**src/rtl/serial_adder_nbit_pkg.sv**
```systemverilog
// Shared definitions for bit-serial arithmetic blocks:
// FSM state encoding and operand-width legality helpers.
package serial_adder_nbit_pkg;

    typedef enum logic [1:0] {
        IDLE = 2'd0,
        RUN  = 2'd1,
        DONE = 2'd2
    } sa_state_t;

    localparam int MIN_WIDTH = 1;
    localparam int MAX_WIDTH = 64;

    function automatic bit width_legal(input int w);
        return (w >= MIN_WIDTH) && (w <= MAX_WIDTH);
    endfunction

    function automatic int cnt_width(input int w);
        return (w > 1) ? $clog2(w) : 1;
    endfunction

endpackage

```
**src/rtl/serial_adder_nbit_full_adder_cell.sv**
```systemverilog
// Combinational 1-bit full adder; the only arithmetic
// element of the serial adder.
module full_adder_cell (
    input  logic a,
    input  logic b,
    input  logic cin,
    output logic sum,
    output logic cout
);

    assign sum  = a ^ b ^ cin;
    assign cout = (a & b) | (cin & (a ^ b));

endmodule

```
**src/rtl/serial_adder_nbit.sv**
```systemverilog
// Bit-serial adder/subtractor: one bit per clock, LSB first,
// valid/ready on both the operand and result sides.
module serial_adder_nbit #(
    parameter int WIDTH = 8
) (
    input  logic             CLK,
    input  logic             RST,
    input  logic             IN_VALID,
    output logic             IN_READY,
    input  logic [WIDTH-1:0] A,
    input  logic [WIDTH-1:0] B,
    input  logic             CIN,
    input  logic             SUB,
    output logic             OUT_VALID,
    input  logic             OUT_READY,
    output logic [WIDTH-1:0] SUM,
    output logic             COUT,
    output logic             OVF
);

    import serial_adder_nbit_pkg::*;

    localparam int CW = cnt_width(WIDTH);
    localparam logic [CW-1:0] LAST = CW'(WIDTH - 1);

    generate
        if (!width_legal(WIDTH)) begin : g_bad_width
            $error("serial_adder_nbit: WIDTH must be 1..64");
        end
    endgenerate

    sa_state_t state;
    sa_state_t state_nxt;

    logic [WIDTH-1:0] sa;
    logic [WIDTH-1:0] sb;
    logic [WIDTH-1:0] sr;
    logic [WIDTH-1:0] sr_nxt;
    logic [CW-1:0]    cnt;
    logic             carry;
    logic             fa_s;
    logic             fa_co;
    logic             accept;
    logic             last;

    full_adder_cell u_fa (
        .a    (sa[0]),
        .b    (sb[0]),
        .cin  (carry),
        .sum  (fa_s),
        .cout (fa_co)
    );

    // Sum bits enter from the MSB so the word is aligned after WIDTH shifts.
    generate
        if (WIDTH == 1) begin : g_sr1
            assign sr_nxt = fa_s;
        end else begin : g_srn
            assign sr_nxt = {fa_s, sr[WIDTH-1:1]};
        end
    endgenerate

    assign IN_READY  = (state == IDLE);
    assign OUT_VALID = (state == DONE);
    assign accept    = IN_READY && IN_VALID;
    assign last      = (state == RUN) && (cnt == LAST);

    always_ff @(posedge CLK or posedge RST) begin
        if (RST) state <= IDLE;
        else     state <= state_nxt;
    end

    always_comb begin
        state_nxt = state;
        unique case (state)
            IDLE:    if (IN_VALID)     state_nxt = RUN;
            RUN:     if (cnt == LAST)  state_nxt = DONE;
            DONE:    if (OUT_READY)    state_nxt = IDLE;
            default:                   state_nxt = IDLE;
        endcase
    end

    always_ff @(posedge CLK or posedge RST) begin
        if (RST) begin
            sa    <= '0;
            sb    <= '0;
            sr    <= '0;
            cnt   <= '0;
            carry <= 1'b0;
            SUM   <= '0;
            COUT  <= 1'b0;
            OVF   <= 1'b0;
        end else if (accept) begin
            sa    <= A;
            sb    <= SUB ? ~B : B;
            carry <= SUB | CIN;
            cnt   <= '0;
        end else if (state == RUN) begin
            sa    <= sa >> 1;
            sb    <= sb >> 1;
            sr    <= sr_nxt;
            carry <= fa_co;
            if (last) begin
                // carry still holds the carry into the MSB here
                SUM  <= sr_nxt;
                COUT <= fa_co;
                OVF  <= carry ^ fa_co;
            end else begin
                cnt <= cnt + CW'(1);
            end
        end
    end

endmodule

```
**config.mk**
```make
export PLATFORM = sky130hd
export DESIGN_NAME = serial_adder_nbit
export DESIGN_NICKNAME = d
export VERILOG_FILES = /design/src/rtl/serial_adder_nbit_pkg.sv /design/src/rtl/serial_adder_nbit_full_adder_cell.sv /design/src/rtl/serial_adder_nbit.sv
export SDC_FILE = /design/constraint.sdc
export NUM_CORES = 1
export LEC_CHECK = 0
export CAP_MARGIN = 30
export CORE_MARGIN = 3
export CORE_UTILIZATION = 46
export DETAILED_ROUTE_END_ITERATION = 16
export PLACE_DENSITY = 0.71
export RECOVER_POWER = 100
export SLEW_MARGIN = 15
export SYNTH_ARGS = -nofsm -noshare
export SYNTH_HDL_FRONTEND = slang
export SYNTH_SLANG_ARGS = --single-unit
export TNS_END_PERCENT = 1
```
**constraint.sdc**
```tcl
create_clock -name CLK -period 1.5 [get_ports CLK]
set_input_delay 0.3 -clock CLK [delete_from_list [all_inputs] [get_ports CLK]]
set_output_delay 0.3 -clock CLK [all_outputs]
set_load 0.05 [all_outputs]
```
==> flow_metrics.env, run 1 <==
export IMPL_outcome="finished clean"
export IMPL_critical_path_class="flip-flop to output pin"
export IMPL_finalCriticalPeriod_ps=1480
export IMPL_ir_drop_mv=0.661
export IMPL_diodes=0
export IMPL_drt_vias_per_instance=5.19
export IMPL_syn2layout_area_growth_pct=28.1
export IMPL_fin_tns_setup_ps=0
export IMPL_dp_hpwl_um=2590
export IMPL_final_layout_size_suffix_gt1_share_pct=26.1
export IMPL_mostFrequentLayoutCells="nand2_1 (40), dfrtp_1 (37), clkdlybuf4s50_1 (21)"
export IMPL_fp_dieH_um=68.7
export IMPL_ys_warn_count=0
export IMPL_cp_required_ps=1200
export IMPL_synth_main_ff_cell="dfrtp_1"
export IMPL_p_per_area_nw_per_um2=2120
export IMPL_clkSlewWorstSetupHoldPaths_ps=70
export IMPL_wirelength_um=3660
export IMPL_final_setup_skew_ps=1.97
export IMPL_cts_path_max_buffers=2
export IMPL_crit_path_max_incr_delay_ps=430
export IMPL_ys_types=30
export IMPL_portBuffers=33
export IMPL_hp_class="flip-flop to flip-flop"
export IMPL_htree_levels=2
export IMPL_ios=34
export IMPL_rrSetupSlack_ps=30
export IMPL_antenna_found_initial=0
export IMPL_vias=1323
export IMPL_grt_pass1_vias=1258
export IMPL_cts_buffers=5
export IMPL_synthCells=163
export IMPL_initial_utilization_pct=48.7
export IMPL_final_hold_viol_count=0
export IMPL_setup_viol=0
export IMPL_grt_total_usage_pct=17.1
export IMPL_crit_path_max_fanout=9
export IMPL_dpl_cell_area_um2=2340
export IMPL_grt_pass1_wl_um=5770
export IMPL_r2r_start="cnt[0]"
export IMPL_drt_iter0_drc=105
export IMPL_final_common_cell="nand2_1"
export IMPL_fmax_mhz=677
export IMPL_synth_fp_nets=188
export IMPL_netlist_area_um2=1810
export IMPL_drtPass1Iterations=4
export IMPL_hold_path_startpoint="sr[1]"
export IMPL_p_leak_nw=1.11
export IMPL_fp_dieW_um=68.7
export IMPL_maxCapViolCount=0
export IMPL_worst_pin_slew_ps=924
export IMPL_coreArea_um2=3720
export IMPL_overflow=0
export IMPL_rsz0062_at_grt="yes"
export IMPL_holdPathStages=2
export IMPL_clk_insertion_delay_late_ps=300
export IMPL_ff2ff_path_depth=5
export IMPL_r2r_end="cnt[0]"
export IMPL_grt_max_degree=40
export IMPL_worstPathArrival_ps=1180
export IMPL_gp_congestion=0.766
export IMPL_cp_slowest_cell="dfrtp_2"
export IMPL_crit_path_end_kind="output pin"
export IMPL_synthArstFlopShare_pct=100
export IMPL_avgSynthCellArea_um2=11.1
export IMPL_ant_nets=0
export IMPL_synth_seq_area_share_pct=53.9
export IMPL_wl_per_cell_um=14.4
export IMPL_cts_tree="built"
export IMPL_dieArea_um2=4720
export IMPL_crit_chain="buf_4 -> nor2_4 -> buf_12"
export IMPL_cts_root_buf="clkbuf_8"
export IMPL_synth_seq_cells=39
export IMPL_cp_start_kind="flip-flop"
export IMPL_fillers=293
export IMPL_hold_path_end="sr[1]"
export IMPL_slew_headroom_pct=38.4
export IMPL_drc=0
export IMPL_cts_sinks=39
export IMPL_placementRows=22
export IMPL_period_share_pct=98.5
export IMPL_fin_area_um2=2320
export IMPL_finalNetCount=232
export IMPL_synth_edf_count=0
export IMPL_final_max_slew_violation_count=0
[per-layer routing]
layer / GRT usage, % / vias up / wire, um
met5: 0 / - / 0
met4: 7.30 / 0 / 70
met3: 5.35 / 6 / 190
met2: 28.8 / 29 / 1820
met1: 20.1 / 657 / 1580
li1: - / 631 / -
[state kept, by name, summed over array words and instances (netlist names)]
signal  count
COUT        1
OVF         1
SUM         8
carry       1
cnt         3
sa          8
sb          8
sr          7
state       2
[layout make-up]
type                       instances  area, um2  area share (%)
clock buffer                       6       82.6            3.56
tap                               48       60.1            2.59
sequential                        39        978            42.2
inverter                           3       11.3           0.486
multi-input combinational        111        777            33.5
timing repair buffer              47        403            17.4
clock inverter                     1       5.00           0.216
[through the flow]
step | worst slack [ps] | power, mW | instances | hold slack, ps | utilization (%)
detailed placement | -177 | 4.57 | 245 | 458 | 63.1
floorplan | 11.2 | 3.49 | 163 | 408 | -
CTS | 13.2 | 5.34 | 255 | 364 | 66.2
finish | 22.4 | 4.91 | 255 | 475 | 62.4
global route | -11.6 | 5.25 | 255 | 525 | 62.4
global placement | -39.9 | 4.45 | 245 | 464 | 63.1
[Yosys cell counts, types with 3 or more instances]
cell | instances | area [um2]
a22oi_1 | 7 | 52.6
buf_4 | 3 | 22.5
buf_6 | 3 | 33.8
dfrtp_1 | 39 | 976
inv_1 | 3 | 11.3
mux2_2 | 10 | 113
mux2i_1 | 7 | 70.1
nand2_1 | 40 | 150
nand2b_1 | 3 | 18.8
o21ai_0 | 17 | 85.1
xor2_1 | 8 | 70.1
[cell families after synthesis]
logic type / count (synthesis) / synth area share (%)
flops: 39 / 53.9
fa+ha+maj: 3 / 2.49
mux: 17 / 10.1
buf+inv: 13 / 4.70
simple gates: 52 / 14.3
xor+xnor: 9 / 4.36
compound gates: 30 / 10.1
[worst max-delay path by stage]
| stage | start | to | cells past startpoint |
|---|---|---|---|
| 6_report | state[0] | IN_READY | 3 |
| 3_3_place_gp | IN_VALID | sa[0] | 4 |
| 3_5_place_dp | IN_VALID | carry | 4 |
| 4_1_cts | state[0] | IN_READY | 3 |
| 5_1_grt | state[0] | IN_READY | 3 |
| 2_1_floorplan | cnt[0] | cnt[0] | 5 |
[power by group]
part	switching, mW	internal (mW)	total, mW	leakage (nW)
clock	0.356	0.360	0.716	0.0470
combinational	1.38	0.987	2.37	0.567
sequential	0.300	1.52	1.82	0.495
total	2.04	2.87	4.91	1.11
[critical path: cells and delay by family (launching register included)]
family	cells	cell delay (ps)
buffers and inverters	2	320
flip-flops	1	430
AND/OR/NAND/NOR	1	130
[timing repair]
| item | 4_1_cts | 5_1_grt |
|---|---|---|
| pin swaps | 0 | 1 |
| gates cloned | 0 | 0 |
| resized for setup | 3 | 4 |
| setup endpoints to repair | 6 | 2 |
| hold buffers | 0 | 0 |
| buffers inserted | 3 | 0 |
(Power assumes the default switching activity.)
==> inputs of run 2 (changes only) <==
Settings changed: RECOVER_POWER 100 to 50.
==> run 2 against run 1 <==
Against the previous run: first-iteration DRC count fell by 19%; sequential cell count did not move; maximum frequency barely moved; register-to-register slack barely moved; largest power group unchanged; clock skew barely moved; largest cell class unchanged; core utilization rose by 2.0 points; sequential share of layout area fell by 1.3 points; critical path depth did not move; hold slack barely moved; routed wire length fell by 0.98%; count of clock-buffer cells in the layout did not move.
==> flow_metrics.env, run 2 (same netlist as run 1, synthesis figures left out) <==
export IMPL_final_layout_size_suffix_gt1_share_pct=26.1
export IMPL_slew_headroom_pct=38.6
export IMPL_crit_path_end_kind="output pin"
export IMPL_grt_total_usage_pct=17.1
export IMPL_critical_path_class="flip-flop to output pin"
export IMPL_fin_tns_setup_ps=0
export IMPL_cp_start_kind="flip-flop"
export IMPL_regArea_um2=978
export IMPL_final_hold_viol_count=0
export IMPL_crit_path_max_incr_delay_ps=430
export IMPL_mostFrequentLayoutCells="nand2_1 (40), dfrtp_1 (37), clkdlybuf4s50_1 (21)"
export IMPL_dp_slack_ps=-177
export IMPL_cts_buffers=5
export IMPL_fp_dieW_um=68.7
export IMPL_p_leak_nw=1.13
export IMPL_drtPass1Iterations=4
export IMPL_cts_path_max_buffers=2
export IMPL_clkSlewWorstSetupHoldPaths_ps=70
export IMPL_ios=34
export IMPL_top_regs="SUM x8, sa x8, sb x8"
export IMPL_drc=0
export IMPL_final_common_cell="nand2_1"
export IMPL_setup_viol=0
export IMPL_dp_cells=245
export IMPL_multi_input_area_um2=777
export IMPL_grt_pass1_wl_um=5770
export IMPL_fillers=284
export IMPL_drt_iter0_drc=85
export IMPL_gp_congestion=0.766
export IMPL_finalNetCount=232
export IMPL_worstPathArrival_ps=1180
export IMPL_ant_nets=0
export IMPL_cts_sinks=39
export IMPL_worst_pin_slew_ps=921
export IMPL_ir_drop_mv=0.667
export IMPL_vias=1318
export IMPL_period_share_pct=98.5
export IMPL_fp_dieH_um=68.7
export IMPL_initial_utilization_pct=48.7
export IMPL_r2r_start="cnt[0]"
export IMPL_maxCapViolCount=0
export IMPL_cts_tree="built"
export IMPL_crit_path_max_fanout=9
export IMPL_drt_vias_per_instance=5.17
export IMPL_postCtsHoldBufs=0
export IMPL_cp_slowest_cell="dfrtp_2"
export IMPL_crit_chain="buf_4 -> nor2_4 -> buf_12"
export IMPL_cts_root_buf="clkbuf_8"
export IMPL_finalCriticalPeriod_ps=1480
export IMPL_wirelength_um=3630
export IMPL_hold_slack_ps=475
export IMPL_cpLargestDelayFamily="flip-flops"
export IMPL_clk_insertion_delay_late_ps=290
export IMPL_grt_max_degree=40
export IMPL_rsz0062_at_grt="yes"
export IMPL_path_buf_inv=2
export IMPL_overflow=0
export IMPL_diodes=0
export IMPL_cp_required_ps=1200
export IMPL_dieArea_um2=4720
export IMPL_antenna_found_initial=0
export IMPL_wl_per_cell_um=14.2
export IMPL_p_per_area_nw_per_um2=2140
export IMPL_hold_path_startpoint="sr[1]"
export IMPL_coreArea_um2=3720
export IMPL_placementRows=22
export IMPL_hp_class="flip-flop to flip-flop"
export IMPL_fin_cells=255
export IMPL_final_setup_skew_ps=2.01
export IMPL_dp_hpwl_um=2590
export IMPL_grt_pass1_vias=1258
export IMPL_portBuffers=33
export IMPL_setup_ws_ps=23.1
export IMPL_outcome="finished clean"
export IMPL_htree_levels=2
export IMPL_crit_start="state[0]"
export IMPL_fmax_mhz=677
export IMPL_final_max_slew_violation_count=0
export IMPL_syn2layout_area_growth_pct=32.2
## run 2: changes by cell type in the layout (fill, tap and decap cells not counted)
cell      change
clkbuf_2      -5
buf_12        +5
## run 2: path summary, 6_finish.rpt
| kind | cells after the start | end | slack (ps) |
|---|---|---|---|
| worst max-delay path | 3 | IN_READY | 20 |
| worst min-delay path | 2 | sr[1] | 480 |
| worst max register to register | 5 | cnt[0] | 30 |
| worst min register to register | 2 | sr[1] | 480 |
| max in group asynchronous | 3 | state[1] | 280 |
| min in group asynchronous | 3 | sr[5] | 590 |
## run 2: timing repair
| action | CTS | global route |
|---|---|---|
| endpoints found under the setup margin | 6 | 2 |
| setup buffers | 3 | 0 |
| endpoints found under the hold margin | 0 | 0 |
| resized for setup | 3 | 4 |
| pin swaps | 0 | 1 |
## run 2: where the power goes
| group | total (mW) | switching [mW] | internal (mW) |
|---|---|---|---|
| Combinational | 2.55 | 1.38 | 1.17 |
| Clock | 0.716 | 0.355 | 0.360 |
| Sequential | 1.86 | 0.332 | 1.52 |
## run 2: through the flow
step / util, % / total power [mW] / instance area [um2]
after floorplan: - / 3.49 / 1810
after global placement: 63.1 / 4.45 / 2340
after detailed placement: 63.1 / 4.57 / 2340
after CTS: 66.2 / 5.34 / 2460
after global routing: 64.4 / 5.47 / 2390
final: 64.4 / 5.12 / 2390
## run 2: tightest hold or removal path, stage by stage, from the launching register on
cell and delay [ps]:
dfrtp_1 340, nand2_1 50, nand2_1 50
## run 2: final cells by class
type | instances | share of cell area [%]
clock buffer | 6 | 3.45
clock inverter | 1 | 0.209
inverter | 3 | 0.471
multi-input combinational | 111 | 32.5
sequential | 39 | 40.9
tap | 48 | 2.51
timing repair buffer | 47 | 20.0
## run 2: layer usage
metal,global-route usage [%],vias to the layer above,share of wire [%]
met5,0,-,0
met3,5.35,6,5.6
met4,7.30,0,1.9
li1,-,630,-
met1,20.1,650,42
met2,28.8,32,50
